--- src/rtl/wb_src_sequencer_if.sv ---
// Write-back request and register-file port bundle between the main control
// unit (master) and the write-back sequencer (slave).
interface wb_src_sequencer_if;
    logic       req_valid;
    logic [2:0] req_src;
    logic [4:0] req_rd;
    logic       mem_ready;
    logic       md_busy;
    logic       req_ready;
    logic [2:0] DataSrcControl;
    logic       RegWrite;
    logic [4:0] WriteReg;
    logic       wb_done;
    logic       wb_err;
    logic [7:0] write_count;

    modport master (
        output req_valid, req_src, req_rd, mem_ready, md_busy,
        input  req_ready, DataSrcControl, RegWrite, WriteReg,
               wb_done, wb_err, write_count
    );

    modport slave (
        input  req_valid, req_src, req_rd, mem_ready, md_busy,
        output req_ready, DataSrcControl, RegWrite, WriteReg,
               wb_done, wb_err, write_count
    );
endinterface

--- src/rtl/wb_src_sequencer.sv ---
// Write-back sequencer: waits for the selected data source to become valid,
// then issues a single-cycle RegWrite, or aborts on an illegal code or timeout.
module wb_src_sequencer #(
    parameter int unsigned TIMEOUT = 15
) (
    input logic               clk,
    input logic               reset_n,
    wb_src_sequencer_if.slave bus
);

    typedef enum logic [1:0] {
        S_IDLE,
        S_WAIT,
        S_WRITE,
        S_ERR
    } state_t;

    state_t     state_q;
    logic [7:0] count_q;
    logic [7:0] count_d;
    logic [2:0] src_q;
    logic [4:0] rd_q;
    logic       ready_q;
    logic       regWrite_q;
    logic       done_q;
    logic       err_q;
    logic [7:0] writes_q;
    logic [7:0] writes_d;
    logic       srcReady;

    // LS output needs the memory handshake, HI/LO need an idle mult/div unit.
    always_comb begin
        srcReady = 1'b1;
        case (src_q)
            3'b000:         srcReady = bus.mem_ready;
            3'b001, 3'b010: srcReady = ~bus.md_busy;
            default:        srcReady = 1'b1;
        endcase
    end

    assign count_d  = count_q + 8'd1;
    assign writes_d = writes_q + 8'd1;

    always_ff @(posedge clk) begin
        if (!reset_n) begin
            state_q    <= S_IDLE;
            count_q    <= 8'd0;
            src_q      <= 3'b000;
            rd_q       <= 5'd0;
            ready_q    <= 1'b1;
            regWrite_q <= 1'b0;
            done_q     <= 1'b0;
            err_q      <= 1'b0;
            writes_q   <= 8'd0;
        end else begin
            regWrite_q <= 1'b0;
            done_q     <= 1'b0;
            err_q      <= 1'b0;
            case (state_q)
                S_IDLE: begin
                    if (bus.req_valid) begin
                        src_q   <= bus.req_src;
                        rd_q    <= bus.req_rd;
                        count_q <= 8'd0;
                        ready_q <= 1'b0;
                        if (bus.req_src == 3'b111) begin
                            state_q <= S_ERR;
                            err_q   <= 1'b1;
                        end else begin
                            state_q <= S_WAIT;
                        end
                    end
                end
                S_WAIT: begin
                    if (srcReady) begin
                        state_q    <= S_WRITE;
                        done_q     <= 1'b1;
                        // Writes to $zero complete but never reach the register file.
                        regWrite_q <= (rd_q != 5'd0);
                    end else if (count_q == 8'(TIMEOUT - 1)) begin
                        state_q <= S_ERR;
                        err_q   <= 1'b1;
                    end else begin
                        count_q <= count_d;
                    end
                end
                S_WRITE: begin
                    if (regWrite_q) begin
                        writes_q <= writes_d;
                    end
                    state_q <= S_IDLE;
                    ready_q <= 1'b1;
                end
                S_ERR: begin
                    state_q <= S_IDLE;
                    ready_q <= 1'b1;
                end
                default: begin
                    state_q <= S_IDLE;
                    ready_q <= 1'b1;
                end
            endcase
        end
    end

    assign bus.req_ready      = ready_q;
    assign bus.DataSrcControl = src_q;
    assign bus.WriteReg       = rd_q;
    assign bus.RegWrite       = regWrite_q;
    assign bus.wb_done        = done_q;
    assign bus.wb_err         = err_q;
    assign bus.write_count    = writes_q;

endmodule

--- src/flat_wrapper.sv ---
// flat-port wrapper written by rule: the top's interface ports become plain ports
module wb_src_sequencer_flat 
#(
    parameter int unsigned TIMEOUT = 15
)
  (clk, reset_n, bus_req_valid, bus_req_src, bus_req_rd, bus_mem_ready, bus_md_busy, bus_req_ready, bus_DataSrcControl, bus_RegWrite, bus_WriteReg, bus_wb_done, bus_wb_err, bus_write_count);
  wb_src_sequencer_if bus_i ();
  input logic clk;
  input logic reset_n;
  input wire logic [$bits(bus_i.req_valid)-1:0] bus_req_valid;
  input wire logic [$bits(bus_i.req_src)-1:0] bus_req_src;
  input wire logic [$bits(bus_i.req_rd)-1:0] bus_req_rd;
  input wire logic [$bits(bus_i.mem_ready)-1:0] bus_mem_ready;
  input wire logic [$bits(bus_i.md_busy)-1:0] bus_md_busy;
  output wire logic [$bits(bus_i.req_ready)-1:0] bus_req_ready;
  output wire logic [$bits(bus_i.DataSrcControl)-1:0] bus_DataSrcControl;
  output wire logic [$bits(bus_i.RegWrite)-1:0] bus_RegWrite;
  output wire logic [$bits(bus_i.WriteReg)-1:0] bus_WriteReg;
  output wire logic [$bits(bus_i.wb_done)-1:0] bus_wb_done;
  output wire logic [$bits(bus_i.wb_err)-1:0] bus_wb_err;
  output wire logic [$bits(bus_i.write_count)-1:0] bus_write_count;
  assign bus_i.req_valid = bus_req_valid;
  assign bus_i.req_src = bus_req_src;
  assign bus_i.req_rd = bus_req_rd;
  assign bus_i.mem_ready = bus_mem_ready;
  assign bus_i.md_busy = bus_md_busy;
  assign bus_req_ready = bus_i.req_ready;
  assign bus_DataSrcControl = bus_i.DataSrcControl;
  assign bus_RegWrite = bus_i.RegWrite;
  assign bus_WriteReg = bus_i.WriteReg;
  assign bus_wb_done = bus_i.wb_done;
  assign bus_wb_err = bus_i.wb_err;
  assign bus_write_count = bus_i.write_count;
  wb_src_sequencer #(.TIMEOUT(TIMEOUT)) u_core (.clk(clk), .reset_n(reset_n), .bus(bus_i));
endmodule
--- config.mk ---
export PLATFORM = sky130hd
export DESIGN_NAME = wb_src_sequencer_flat
export DESIGN_NICKNAME = d
export VERILOG_FILES = /design/src/rtl/wb_src_sequencer_if.sv /design/src/rtl/wb_src_sequencer.sv /design/src/flat_wrapper.sv
export SDC_FILE = /design/constraint.sdc
export NUM_CORES = 1
export LEC_CHECK = 0
export ABC_AREA = 1
export CAP_MARGIN = 0
export CORE_ASPECT_RATIO = 0.8
export CORE_MARGIN = 2
export CORE_UTILIZATION = 44
export DETAILED_ROUTE_END_ITERATION = 10
export PLACE_DENSITY = 0.72
export RECOVER_POWER = 50
export SLEW_MARGIN = 20
export SYNTH_ARGS = -nofsm -noshare
export SYNTH_HDL_FRONTEND = slang
export SYNTH_SLANG_ARGS = --single-unit
export TNS_END_PERCENT = 10
--- constraint.sdc ---
create_clock -name clk -period 1.1 [get_ports clk]
set_input_delay 0.22 -clock clk [delete_from_list [all_inputs] [get_ports clk]]
set_output_delay 0.22 -clock clk [all_outputs]
set_load 0.005 [all_outputs]
Word-level counts from Yosys, hierarchy flattened --
Cells that the tools add are included.
Word-level totals: input bits 13, register bits after elaboration 30, output and inout bits 20, logic and storage cells 55
Operators by class: equality and inequality tests 11, mux-type cells 18, reduce and logical (&&, ||, !) cells 14, bitwise operators 1, add/sub/neg operators 2
Operators with widths (count):
- 8-bit 2-to-1 mux | 3
- 8-bit by 1-bit adder with 8-bit output, second input constant | 2
- 8-bit one-hot mux with 2 select lines | 1
- 2-bit AND reduction | 5
- 8-bit by 4-bit == test with 1-bit output, second input constant | 1
- 2-bit 2-to-1 mux | 4
- 1-bit 2-to-1 mux | 6
- 2-bit != test, second input constant | 3
- 1-bit one-hot mux with 2 select lines | 3
- 2-bit one-hot mux with 3 select lines | 1
- 5-bit nonzero test | 1
- 2-bit == test, second input constant | 2
- 4-bit AND reduction | 1
- 2-bit nonzero test | 2
- 2-bit OR reduction | 2
- 3-bit by 1-bit == test with 1-bit output, second input constant | 1
- 3-bit by 2-bit == test with 1-bit output, second input constant | 1
- 3-bit == test, second input constant | 1
- 3-bit logical NOT | 1
- 3-bit by 1-bit != test with 1-bit output, second input constant | 1
- 3-bit AND reduction | 1
- 2-bit by 1-bit == test with 1-bit output, second input constant | 1
- 2-bit logical NOT | 1
- 1-bit NOT | 1

Longest topological paths before layout --
Gate-level depths: netlist of run 1.
depth in word-level cells 5, depth in mapped cells 10, gate-level depth less buffers 10

Least setup slack after synthesis of run 1 --
No wires, ideal clock.
path kind register -> register, from reg u_core.count_q[0], to reg u_core.count_q[5], cell stages (with the launch flop) 11, clock period less this slack 1219 ps, slack -119 ps, data required time 964 ps, path buffers 0, data arrival time 1083 ps, setup time 136 ps, cell sequence dfxtp_1 inv_1 ha_1 nand2_1 nor2_1 nand2_2 nor2_4 inv_4 nand2_8 nand2_1 a21oi_2
On the way: cells in the longest elaborated chain, start to end 4, elaborated cells on any way between the ends 7, classes of those cells add/sub: 1; eq/ne: 2; mux: 3; reduce/logical: 1
Ends and longest elaborated chain:
- start, declared | line wb_src_sequencer.sv:19 | logic [7:0] count_q;
- start signal, assigned | line wb_src_sequencer.sv:84 | count_q <= count_d;
- 8-bit by 1-bit adder with 8-bit output | line wb_src_sequencer.sv:41 | assign count_d = count_q + 8'd1;
- 8-bit 2-to-1 mux | line wb_src_sequencer.sv:80 | end else if (count_q == 8'(TIMEOUT - 1)) begin
- 8-bit 2-to-1 mux | line wb_src_sequencer.sv:75 | if (srcReady) begin
- 8-bit one-hot mux with 2 select lines | line wb_src_sequencer.sv:59 | case (state_q)
Parallel ways exist; a longest one is shown, timed or not. The select of a mux whose other input is x is not followed. A chain may end at the register's enable or synchronous reset.

Final worst setup path of run 1 --
from reg u_core.count_q[0], to reg u_core.count_q[1]
Same word-level chain as after synthesis.

==> results of run 1 <==
==> state kept, by name, indices dropped and copies added, names as in the netlist <==
name                       cells
u_core.count_q                 8
u_core.bus.DataSrcControl      3
u_core.bus.RegWrite            1
u_core.bus.req_ready           1
u_core.state_q                 2
u_core.bus.WriteReg            5
u_core.bus.wb_done             1
u_core.bus.wb_err              1
u_core.bus.write_count         8
==> worst min-delay path by stage <==
stage	start	end	slack [ns]	depth (start not counted)
after floorplan	bus_req_rd[0]	u_core.bus.WriteReg[0]	0.38	2
after global placement	u_core.bus.write_count[7]	u_core.bus.write_count[7]	0.46	2
after detailed placement	u_core.bus.write_count[7]	u_core.bus.write_count[7]	0.46	2
after CTS	u_core.bus.write_count[7]	u_core.bus.write_count[7]	0.47	2
after global routing	u_core.bus.write_count[7]	u_core.bus.write_count[7]	0.50	2
final	u_core.bus.write_count[7]	u_core.bus.write_count[7]	0.47	2
==> power breakdown <==
part	internal, mW	total [mW]	switching (mW)
registers	1.14	1.18	0.0391
logic	0.184	0.392	0.208
clock network	0.423	0.825	0.402
==> synth_stat cells <==
| cell | n |
|---|---|
| o21bai_1 | 3 |
| nor3_4 | 1 |
| o22ai_1 | 1 |
| o21ai_1 | 5 |
| nor2_1 | 26 |
| nand2_8 | 1 |
| inv_4 | 1 |
| nor3_1 | 2 |
| nand2_1 | 24 |
| nor3b_2 | 1 |
| a21oi_1 | 13 |
| ha_1 | 3 |
| nand2_2 | 2 |
| inv_1 | 18 |
| nor3b_1 | 3 |
| nand3b_1 | 1 |
| clkbuf_1 | 2 |
| inv_2 | 4 |
| nor2_4 | 2 |
| or2_1 | 1 |
| a21oi_2 | 4 |
| o21ai_0 | 13 |
| nand3_4 | 1 |
| a31oi_1 | 1 |
| dfxtp_1 | 30 |
| xor2_1 | 1 |
| buf_2 | 2 |
| nand4_1 | 2 |
| nor3_2 | 1 |
| nand3_1 | 18 |
| nand3_2 | 1 |
==> cells by family after synthesis <==
family / count (synthesis) / share of synthesized area
adder cells (fa/ha/maj): 3 / 0.02614
XOR/XNOR: 1 / 0.006099
AO/OA/AOI/OAI: 40 / 0.1568
buffers and inverters: 27 / 0.07404
flip-flops: 30 / 0.4181
AND/OR/NAND/NOR: 87 / 0.3188
==> through the flow <==
step | power [mW] | hold WS, ns
floorplan | 1.373 | 0.3846
global placement | 1.558 | 0.4585
detailed placement | 1.569 | 0.4593
CTS | 2.376 | 0.4730
global route | 2.523 | 0.5006
finish | 2.396 | 0.4703
==> layer usage <==
layer  track usage  vias up  wire [µm]
li1              -      739          -
met1        0.2345      649       1565
met2        0.3497       45       1653
met3       0.04858        6        244
met4       0.09000        0         50
met5             0        -          0
==> worst min-delay path: cells and delay by family (launching register included) <==
kind	cells	cell delay [ns]
flops	1	0.31
buf+inv	1	0.06
compound gates	1	0.05
==> layout make-up <==
class	count	area [µm²]	area share
clock buffer	5	68.82	0.03284
clock inverter	2	10.01	0.004776
inverter	23	91.34	0.04358
multi-input combinational	131	780.7	0.3725
sequential	30	618.1	0.2949
tap	40	50.05	0.02388
timing repair buffer	54	476.7	0.2275
==> what timing repair did <==
action,CTS,global route
setup endpoints to repair,41,45
setup buffers,2,0
gates resized for setup,40,39
pin swaps,0,4
==> metrics.txt, run 1 <==
# TYPE chip_impl_metric gauge
chip_impl_metric{name="final_design_area_no_fill",unit="mm²"} 0.002096
chip_impl_metric{name="detailed_place.area",unit="mm²"} 0.001941
chip_impl_metric{name="final-instance-count-excl-fill",unit=""} 285
chip_impl_info{name="regToRegStartpoint",value="u_core.count_q[0]"} 1
chip_impl_info{name="clock_tree_root_driver_cell",value="clkbuf_8"} 1
chip_impl_metric{name="n_fill_cell",unit=""} 256
chip_impl_metric{name="layout_cells_sized_above_1",unit=""} 0.3102
chip_impl_metric{name="io_buffers",unit=""} 32
chip_impl_info{name="violations_in_the_final_reports",value="setup timing"} 1
chip_impl_metric{name="layout_setup_ws",unit="ns"} -0.2132
chip_impl_metric{name="synth_sequential_area_ratio",unit=""} 0.4181
chip_impl_metric{name="synth_cells",unit=""} 188
chip_impl_metric{name="crit_required",unit="ns"} 1.32
chip_impl_metric{name="cp_slowest_stage_delay",unit="ns"} 0.34
chip_impl_metric{name="floorplan.rows",unit=""} 18
chip_impl_info{name="holdCritPathClass",value="reg2reg"} 1
chip_impl_info{name="slowest_stage",value="dfxtp_2"} 1
chip_impl_info{name="cp-start-kind",value="flip-flop"} 1
chip_impl_metric{name="avgSynthCellArea",unit="µm²"} 7.640
chip_impl_metric{name="grt_overflow_total",unit=""} 0
chip_impl_metric{name="timing.final.max_slew_violations",unit=""} 0
chip_impl_metric{name="viasPerCell",unit=""} 5.049
chip_impl_metric{name="worst_setup_hold_path_clk_slew",unit="ns"} 0.06
chip_impl_info{name="cp_cell_sequence",value="inv_2 -> ha_1 -> nand2_1 -> nor2_2 -> nand2_2 -> nor2_4 -> inv_4 -> nand2_8 -> nand2_1 -> a21oi_1"} 1
chip_impl_metric{name="arrival",unit="ns"} 1.53
chip_impl_metric{name="area_of_the_die",unit="mm²"} 0.003741
chip_impl_metric{name="floorplan.core_area",unit="mm²"} 0.003108
chip_impl_metric{name="hold_fails_final_rpt",unit=""} 0
chip_impl_metric{name="via_count_of_the_first_global_routing_pass",unit=""} 1316
chip_impl_info{name="critPathCaptureType",value="flip-flop"} 1
chip_impl_metric{name="ys.warnings.count",unit=""} 0
chip_impl_info{name="grt_setup_unrepaired",value="yes"} 1
chip_impl_metric{name="post-route-util",unit=""} 0.6743
chip_impl_info{name="synth_top_area_cell",value="dfxtp_1"} 1
chip_impl_metric{name="insertedDiodeCount",unit=""} 0
chip_impl_metric{name="die_width",unit="µm"} 67.88
chip_impl_metric{name="slew-limit-headroom",unit=""} 0.8292
chip_impl_metric{name="htreeDepth",unit=""} 2
chip_impl_metric{name="reg2reg_slack",unit="ns"} -0.21
chip_impl_metric{name="fin_setup_tns",unit="ns"} -1.897
chip_impl_info{name="timing.setup.critical_path_class",value="reg2reg"} 1
chip_impl_metric{name="gp_congestion",unit=""} 0.8071
chip_impl_metric{name="timing.critical_path.depth",unit=""} 10
chip_impl_info{name="reg2reg_to",value="u_core.count_q[1]"} 1
chip_impl_info{name="critical_path.top_delay_family",value="simple AND/OR/NAND/NOR gates"} 1
chip_impl_metric{name="maxCapViolCount",unit=""} 0
chip_impl_info{name="critPathLaunch",value="u_core.count_q[0]"} 1
chip_impl_metric{name="floorplan.initialDensity",unit=""} 0.4622
chip_impl_metric{name="synthDominantCellAreaShare",unit=""} 0.4181
chip_impl_metric{name="flow.area_growth_from_synthesis",unit="%"} 45.91
chip_impl_metric{name="clock_path_buffers",unit=""} 2
chip_impl_metric{name="post_synth_num_cell_types",unit=""} 31
chip_impl_metric{name="max_freq",unit="GHz"} 0.7615
chip_impl_metric{name="grt_antenna_before_repair",unit=""} 0
chip_impl_metric{name="holdBufCountCts",unit=""} 0
chip_impl_metric{name="die_height",unit="µm"} 55.11
chip_impl_metric{name="final-setup-viol-count",unit=""} 13
chip_impl_metric{name="finalCritPeriodShare",unit=""} 1.194
chip_impl_metric{name="wl_per_cell",unit="µm"} 12.33
chip_impl_metric{name="rr_worst_depth",unit=""} 10
chip_impl_metric{name="drc",unit=""} 0
chip_impl_metric{name="initialDrtViolationCount",unit=""} 75
chip_impl_info{name="cts_tree",value="built"} 1
chip_impl_info{name="crit_path_end",value="u_core.count_q[1]"} 1
chip_impl_metric{name="critical_path_peak_fanout",unit=""} 8
chip_impl_metric{name="grt_pass1_wl",unit="µm"} 5402
chip_impl_metric{name="clock_sinks",unit=""} 30
chip_impl_metric{name="ant_nets",unit=""} 0
chip_impl_metric{name="tightest_slew",unit="ns"} 0.2556
chip_impl_metric{name="detailed_place_hpwl",unit="µm"} 2464
chip_impl_metric{name="syn-cell-area",unit="mm²"} 0.001436
chip_impl_metric{name="groute.usage.overall",unit=""} 0.1995
chip_impl_metric{name="layout.nets",unit=""} 261
chip_impl_metric{name="first_pass_iters",unit=""} 4
chip_impl_metric{name="io_pins",unit=""} 33
chip_impl_metric{name="place_worst_setup_slack",unit="ns"} -0.4494
chip_impl_info{name="final_cell_mix",value="nor2_1, nand2_1, buf_4, inv_1, dfxtp_1"} 1
chip_impl_info{name="cpMostUsedCell",value="nand2_1"} 1
chip_impl_info{name="synthTopCellsByArea",value="dfxtp_1, nor2_1, nand3_1"} 1
chip_impl_metric{name="later_pin_clock_latency_in_the_skew_report",unit="ns"} 0.28
chip_impl_metric{name="grt_max_degree",unit=""} 16
chip_impl_metric{name="tmin_final",unit="ns"} 1.313
chip_impl_metric{name="synthesis.nets",unit=""} 204
chip_impl_metric{name="cts_buffers",unit=""} 5
chip_impl_metric{name="dp_cells",unit=""} 276
chip_impl_metric{name="overall_routed_net_length",unit="µm"} 3514
chip_impl_metric{name="peakVddDrop",unit="µV"} 598.5
chip_impl_metric{name="critical_path_buf_inv_count",unit=""} 2
chip_impl_metric{name="num_vias",unit=""} 1439
chip_impl_metric{name="static-leakage-power",unit="nW"} 0.8645
chip_impl_metric{name="synth.ff_latch_count",unit=""} 30
chip_impl_metric{name="power.density_cell_area",unit="mW/mm²"} 1143
chip_impl_info{name="layout_commonest_cell",value="nor2_1"} 1
chip_impl_info{name="status",value="finished, violations left"} 1
chip_impl_metric{name="fin_skew",unit="ns"} 0.004129
(Power assumes the default switching activity.)
==> run 2: changes to the inputs <==
PLACE_DENSITY = 0.74   (was 0.72)
clock period = 1.2 ns   (was 1.1 ns; I/O delays follow)
==> metrics.txt, run 2 (same netlist as run 1, synthesis figures left out) <==
# TYPE chip_impl_metric gauge
chip_impl_info{name="status",value="finished, violations left"} 1
chip_impl_info{name="violations_in_the_final_reports",value="setup timing"} 1
chip_impl_metric{name="static-leakage-power",unit="nW"} 0.8879
chip_impl_metric{name="grt_overflow_total",unit=""} 0
chip_impl_metric{name="tmin_final",unit="ns"} 1.301
chip_impl_metric{name="finalCritPeriodShare",unit=""} 1.084
chip_impl_metric{name="area_of_the_die",unit="mm²"} 0.003741
chip_impl_metric{name="peakVddDrop",unit="µV"} 798.9
chip_impl_metric{name="die_height",unit="µm"} 55.11
chip_impl_metric{name="p_int",unit="mW"} 1.672
chip_impl_metric{name="arrival",unit="ns"} 1.51
chip_impl_metric{name="ant_nets",unit=""} 0
chip_impl_metric{name="via_count_of_the_first_global_routing_pass",unit=""} 1192
chip_impl_metric{name="maxCapViolCount",unit=""} 0
chip_impl_metric{name="clock_path_buffers",unit=""} 2
chip_impl_metric{name="critical_path_peak_fanout",unit=""} 7
chip_impl_metric{name="drc",unit=""} 0
chip_impl_metric{name="cts_buffers",unit=""} 5
chip_impl_metric{name="grt_antenna_before_repair",unit=""} 0
chip_impl_info{name="grt_setup_unrepaired",value="yes"} 1
chip_impl_metric{name="num_vias",unit=""} 1395
chip_impl_info{name="clock_tree_root_driver_cell",value="clkbuf_8"} 1
chip_impl_metric{name="timing.final.max_slew_violations",unit=""} 0
chip_impl_metric{name="seqPwrFrac",unit=""} 0.479
chip_impl_info{name="final_cell_mix",value="nor2_1, nand2_1, dfxtp_1, dlygate4sd2_1, buf_4"} 1
chip_impl_metric{name="wl_per_cell",unit="µm"} 11.45
chip_impl_metric{name="n_fill_cell",unit=""} 288
chip_impl_metric{name="area_occupied_by_multi_input_gates",unit="µm²"} 774.5
chip_impl_info{name="min_delay_startpoint",value="u_core.bus.DataSrcControl[2]"} 1
chip_impl_metric{name="clock_power_share",unit=""} 0.366
chip_impl_metric{name="initialDrtViolationCount",unit=""} 33
chip_impl_metric{name="hold_fails_final_rpt",unit=""} 0
chip_impl_metric{name="grt_pass1_wl",unit="µm"} 5071
chip_impl_info{name="cts_tree",value="built"} 1
chip_impl_metric{name="max_freq",unit="GHz"} 0.7689
chip_impl_metric{name="switching_share_of_power",unit=""} 0.2545
chip_impl_metric{name="worst_setup_hold_path_clk_slew",unit="ns"} 0.06
chip_impl_metric{name="area.sequential",unit="µm²"} 614.3
chip_impl_info{name="cp-start-kind",value="flip-flop"} 1
chip_impl_metric{name="overall_routed_net_length",unit="µm"} 3252
chip_impl_metric{name="power.density_cell_area",unit="mW/mm²"} 1084
chip_impl_metric{name="clock_sinks",unit=""} 30
chip_impl_metric{name="io_buffers",unit=""} 32
chip_impl_metric{name="layout_cells_sized_above_1",unit=""} 0.2623
chip_impl_metric{name="crit_required",unit="ns"} 1.41
chip_impl_metric{name="detailed_place_hpwl",unit="µm"} 2398
chip_impl_metric{name="slew-limit-headroom",unit=""} 0.8267
chip_impl_info{name="regToRegStartpoint",value="u_core.count_q[0]"} 1
chip_impl_metric{name="die_width",unit="µm"} 67.88
chip_impl_metric{name="final.hold.worst_slack",unit="ns"} 0.4902
chip_impl_metric{name="viasPerCell",unit=""} 4.912
chip_impl_metric{name="power.combinational.fraction",unit=""} 0.155
chip_impl_info{name="holdCritPathClass",value="reg2reg"} 1
chip_impl_metric{name="place_worst_setup_slack",unit="ns"} -0.3522
chip_impl_metric{name="later_pin_clock_latency_in_the_skew_report",unit="ns"} 0.27
chip_impl_metric{name="gp_congestion",unit=""} 0.7489
chip_impl_metric{name="final-setup-viol-count",unit=""} 14
chip_impl_metric{name="groute.usage.overall",unit=""} 0.1873
chip_impl_metric{name="tightest_slew",unit="ns"} 0.2594
chip_impl_metric{name="fin_skew",unit="ns"} 0.005191
chip_impl_metric{name="floorplan.rows",unit=""} 18
chip_impl_metric{name="io_pins",unit=""} 33
chip_impl_metric{name="power.switching",unit="mW"} 0.5706
chip_impl_metric{name="floorplan.initialDensity",unit=""} 0.4622
chip_impl_metric{name="htreeDepth",unit=""} 2
chip_impl_metric{name="floorplan.core_area",unit="mm²"} 0.003108
chip_impl_metric{name="first_pass_iters",unit=""} 4
chip_impl_metric{name="flow.area_growth_from_synthesis",unit="%"} 43.99
chip_impl_metric{name="layout_setup_ws",unit="ns"} -0.1006
chip_impl_metric{name="grt_max_degree",unit=""} 16
chip_impl_info{name="critPathLaunch",value="u_core.count_q[0]"} 1
chip_impl_metric{name="insertedDiodeCount",unit=""} 0
chip_impl_metric{name="layout.nets",unit=""} 259
chip_impl_info{name="critPathCaptureType",value="flip-flop"} 1
chip_impl_info{name="timing.setup.critical_path_class",value="reg2reg"} 1
run 2: cell count changes in the layout (fill, tap and decap cells not counted), sizes merged:
cell / before / now
clkinv: 2 / 1
buf: 21 / 18
dlygate4sd2: 6 / 19
clkbuf: 7 / 9
clkdlybuf4s15: 12 / 0
run 2: metal layers:
metal	vias up	part of all wire	global-route usage	wire, µm
li1	735	-	-	-
met1	619	0.50	0.2425	1636
met2	39	0.43	0.3007	1386
met3	2	0.066	0.05870	214
met4	0	0.0043	0.06000	14
met5	-	0	0	0
run 2: timing repair:
item	in CTS	in global routing
pin swaps	1	0
gates cloned	0	0
resized for setup	43	14
setup buffers	1	0
hold buffers	0	0
endpoints found under the setup margin	41	23
run 2: path summary, 6_finish.rpt:
path | depth (start not counted) | end | slack [ns]
setup reg to reg | 9 | u_core.count_q[2] | -0.10
setup / recovery | 9 | u_core.count_q[2] | -0.10
hold / removal | 2 | u_core.bus.DataSrcControl[2] | 0.49
hold reg to reg | 2 | u_core.bus.DataSrcControl[2] | 0.49
run 2: area by class of cell:
type	count	area share
clock buffer	7	0.04174
clock inverter	1	0.002420
inverter	23	0.04416
multi-input combinational	131	0.3745
sequential	30	0.2970
tap	40	0.02420
timing repair buffer	52	0.2160
run 2: power groups by stage:
stage	Combinational, mW	Clock [mW]	Sequential, mW
after floorplan	0.165	0	1.09
after CTS	0.339	0.844	1.08
after detailed placement	0.352	0	1.10
final	0.348	0.820	1.07
after global placement	0.350	0	1.09
after global routing	0.390	0.879	1.08
run 2: per-stage QoR:
step	cells	utilization	TNS (ns)	area, µm²	total power [mW]
after floorplan	188	-	-0.02026	1438	1.259
after global placement	275	0.6220	-4.546	1933	1.444
after detailed placement	275	0.6220	-4.804	1933	1.448
after CTS	284	0.6598	-0.7972	2051	2.262
after global routing	284	0.6655	-2.806	2068	2.347
final	284	0.6655	-0.7947	2068	2.242
run 2: critical path, stage by stage (launching register included):
cell and delay [ns]:
dfxtp_2 0.36, inv_2 0.04, ha_1 0.19, nand2_1 0.08
nor2_2 0.04, nand2_2 0.09, nor2_4 0.04, inv_4 0.11
nand3_1 0.13, a21oi_2 0.15
==> RTL change 1 (settings of run 2) <==
The 4 states of `state_t` get a Gray code encoding in 2 bits.
--- a/src/rtl/wb_src_sequencer.sv
+++ b/src/rtl/wb_src_sequencer.sv
@@ -11,6 +11,6 @@
     typedef enum logic [1:0] {
-        S_IDLE,
-        S_WAIT,
-        S_WRITE,
-        S_ERR
+        S_IDLE  = 2'b00,
+        S_WAIT  = 2'b01,
+        S_WRITE = 2'b11,
+        S_ERR   = 2'b10
     } state_t;
Check against the original RTL: same outputs for any inputs over 10 cycles, from zero or initial values and one cycle with reset_n low; not proved beyond that.
==> RTL change 1 against run 2 <==
- the flow still finishes with violations (negative setup slack)
- final area rose by 13%
- sequential share of layout area down 3.3 points
- worst setup slack got worse by 0.062 ns
- die area increased by 3.1%
- non-clock buffer count up 20
- wire length grew 16%
- sequential cell count did not move
- synthesized area rose by 3.3%
- critical path depth unchanged
- clock skew shrank 0.0010 ns
- critical path type unchanged
Power is not compared: it rests on default switching activity, and its combinational part moved more than twofold at a synthesized area within 25%.
==> RTL change 1: results (changes against run 2) <==
| Metric | Value |
|---|---|
| # fillers | 260 (was 288) |
| Reg area | 618 um^2 (was 614 um^2) |
| Worst Hold Path Cells | 1 (was 2) |
| Placed Area | 2110 um^2 (was 1930 um^2) |
| Worst Hold End | u_core.bus.write_count[7]$_SDFFE_PN0P_ (was u_core.bus.DataSrcControl[2]$_SDFFE_PN0P_) |
| Setup WS pre-CTS | -0.330 ns (was -0.352 ns) |
| Share of cells above drive strength 1 | 34.9% (was 26.2%) |
| Failing checks | negative setup slack (unchanged) |
| Dpl hpwl | 2.69 mm (was 2.40 mm) |
| Die width | 68.9 um (was 67.9 um) |
| Inst Count DP | 308 (was 275) |
| Min-Delay Startpoint | u_core.bus.write_count[7]$_SDFFE_PN0P_ (was u_core.bus.DataSrcControl[2]$_SDFFE_PN0P_) |
| Bufs w/o clock | 72 (was 52) |
| Pin count of the biggest net entering global routing | 18 (was 16) |
| Syn nets | 223 (was 204) |
| Final setup vio count | 10 (was 14) |
| WP data arrival | 1.54 ns (was 1.51 ns) |
| Nets | 296 (was 259) |
| Clock buf/inv share | 4.65% (was 4.42%) |
| Outcome | finished with violations (unchanged) |
| Setup WS post-layout | -0.163 ns (was -0.101 ns) |
| Reg-to-Reg End | u_core.count_q[6]$_SDFFE_PN0P_ (was u_core.count_q[2]$_SDFFE_PN0P_) |
| Multi-input gate count | 146 (was 131) |
| First-pass GRT wire length | 6.20 mm (was 5.07 mm) |
| Vias | 1557 (was 1395) |
| Final RePlAce weighted congestion | 0.852 (was 0.749) |
| All-Layer GR Usage | 21.5% (was 18.7%) |
| Multi-input gate share of total cell area | 36.9% (was 37.4%) |
| PostCTS Resize Cnt | 46 (was 43) |
| Postcts setup bufs | 2 (was 1) |
| CP Max Fanout | 4 (was 7) |
-- RTL change 1: cell count changes in the layout (fill, tap and decap cells not counted), sizes merged, moves of 4 or more --
cell / change
buf: +23
nor2: +12
nand2: +11
o21ai: -7
nand3: +6
a21oi: -4
clkbuf: -4
-- RTL change 1: routing by layer --
| layer | part of all wire [%] | vias up | track usage [%] |
|---|---|---|---|
| met5 | 0 | - | 0 |
| met4 | 2.2 | 0 | 10.9 |
| met3 | 5.7 | 9 | 6.28 |
| met2 | 47 | 42 | 33.7 |
| met1 | 45 | 695 | 26.3 |
| li1 | - | 811 | - |
-- RTL change 1: cells by family after synthesis --
| logic type | share of synthesized area, % |
|---|---|
| flip-flops | 40.5 |
| AO/OA/AOI/OAI | 9.78 |
| buffers and inverters | 8.85 |
| XOR/XNOR | 1.18 |
| AND/OR/NAND/NOR | 37.2 |
| adder cells (fa/ha/maj) | 2.53 |
==> RTL change 2 (settings of run 2) <==
Made on the original files. `TIMEOUT` is set to 15 in 2 places; all go to 8.
--- a/src/rtl/wb_src_sequencer.sv
+++ b/src/rtl/wb_src_sequencer.sv
@@ -3,3 +3,3 @@
 module wb_src_sequencer #(
-    parameter int unsigned TIMEOUT = 15
+    parameter int unsigned TIMEOUT = 8
 ) (
--- a/src/flat_wrapper.sv
+++ b/src/flat_wrapper.sv
@@ -3,3 +3,3 @@
 #(
-    parameter int unsigned TIMEOUT = 15
+    parameter int unsigned TIMEOUT = 8
 )
Function: changed (Yosys sat finds a counterexample within 10 cycles, from zero or initial values and one cycle with reset_n low).
==> RTL change 2 against run 2 <==
- the run still ends with negative setup slack left
- sequential cell count is the same
- wire length grew 0.34%
- synthesized area shrank 4.3%
- critical endpoint is now u_core.bus.write_count[6]$_SDFFE_PN0P_
- final area shrank 2.1%
- largest power group unchanged
- hold slack lost 0.027 ns
- highest routed layer unchanged
- worst setup slack gained 0.044 ns
- clock skew is essentially flat
- critical path type unchanged
- largest cell class unchanged
- power grew 0.15%
- combinational power shrank 5%
==> RTL change 2: results (changes against run 2) <==
| Metric | Value |
|---|---|
| Outcome | finished with violations (unchanged) |
| Failing checks | negative setup slack (unchanged) |
| Share of cells above drive strength 1 | 24.5% (was 26.2%) |
| Switch share | 25.7% (was 25.4%) |
| Top cells by area, synth | dfxtp_1 44%, nor2_1 6.8%, a21oi_1 5.5% (was dfxtp_1 42%, nor2_1 6.8%, nand3_1 6.3%) |
| Commonest cells post-synth | 30 x dfxtp_1, 25 x nor2_1, 19 x inv_1, 19 x nand2_1 (was 30 x dfxtp_1, 26 x nor2_1, 24 x nand2_1) |
| Synth unique cells | 27 (was 31) |
| RR Startpoint | u_core.state_q[0]$_SDFFE_PN0P_ (was u_core.count_q[0]$_SDFFE_PN0P_) |
| Max VDD drop | 0.967 mV (was 0.799 mV) |
| Worst skew pair latency | 0.29 ns (was 0.27 ns) |
| Worst Hold Path Cells | 1 (was 2) |
| CP top delay family | simple AND/OR/NAND/NOR gates (unchanged) |
| Min-Delay Startpoint | u_core.bus.write_count[7]$_SDFFE_PN0P_ (was u_core.bus.DataSrcControl[2]$_SDFFE_PN0P_) |
| Number of diodes | 0 (unchanged) |
| Inst Count DP | 272 (was 275) |
| Vias in the first global route | 1257 (was 1192) |
| Setup TNS | -0.151 ns (was -0.795 ns) |
| Worst Hold End | u_core.bus.write_count[7]$_SDFFE_PN0P_ (was u_core.bus.DataSrcControl[2]$_SDFFE_PN0P_) |
| CP Max Fanout | 4 (was 7) |
| Final RePlAce weighted congestion | 0.902 (was 0.749) |
| First-pass GRT wire length | 5.27 mm (was 5.07 mm) |
| PostCTS Resize Cnt | 47 (was 43) |
| WL final | 3.26 mm (was 3.25 mm) |
| Worst clock skew | 0.00531 ns (was 0.00519 ns) |
| Initial DRC Count | 68 (was 33) |
| Post-Synthesis Cells | 184 (was 188) |
| Placed Area | 1890 um^2 (was 1930 um^2) |
| Fraction of registers with async set/reset | 0% (unchanged) |
| Ys Warns | 0 (unchanged) |
| Reg clk slew, reported paths | 0.06 ns (about the same) |
| Setup WS post-layout | -0.0561 ns (was -0.101 ns) |
| Largest stage delay, worst path | 0.33 ns (was 0.36 ns) |
| Final hold slack | 0.463 ns (was 0.490 ns) |
| Dpl hpwl | 2.39 mm (was 2.40 mm) |
| Leakage | 0.856 nW (was 0.888 nW) |
| Final setup vio count | 6 (was 14) |
| Share of power burned in the clock network | 37.4% (was 36.6%) |
| Register area share after synthesis | 43.7% (was 41.8%) |
| Final Power | 2.25 mW (was 2.24 mW) |
| Pin count of the biggest net entering global routing | 15 (was 16) |
| Via density | 4.84 (was 4.91) |
| Worst setup path endpoint | u_core.bus.write_count[6]$_SDFFE_PN0P_ (was u_core.count_q[2]$_SDFFE_PN0P_) |
| Nets | 255 (was 259) |
| Least-Margin Pin Slew | 0.239 ns (was 0.259 ns) |
| Syn nets | 199 (was 204) |
| Reg-to-Reg End | u_core.bus.write_count[6]$_SDFFE_PN0P_ (was u_core.count_q[2]$_SDFFE_PN0P_) |
| WP data arrival | 1.46 ns (was 1.51 ns) |
| Fin cells | 281 (was 284) |
| Reg2Reg Depth | 6 (was 9) |
==> RTL change 2: cell count changes after synthesis, sizes merged, moves of 2 or more <==
cell | before | now
a21oi | 17 | 15
o21ai | 18 | 20
nand2 | 27 | 23
nand3 | 20 | 18
o21bai | 3 | 0
nor3 | 4 | 8
inv | 23 | 21
==> RTL change 2: metal layers <==
metal  wire [um]  share of wire, %  global-route usage [%]  up-vias
li1            -                 -                       -      731
met1        1600                49                    24.3      600
met2        1460                45                    33.0       24
met3         146               4.5                    5.86        6
met4          57               1.7                    11.2        0
met5           0                 0                       0        -
==> RTL change 2: cell type report <==
class,instances,area (um^2)
clock buffers,7,86.3
clock inverters,1,5.00
fillers,278,1010
inverters,21,78.8
multi-input cells,129,734
flip-flops and latches,30,614
well taps,40,50.0
repair buffers,53,457
==> RTL change 2: kinds of logic after synthesis <==
group           synth area share, %
flops                          43.7
fa+ha+maj                      1.82
buf+inv                        7.01
xor+xnor                      0.637
simple gates                   32.7
compound gates                 14.2
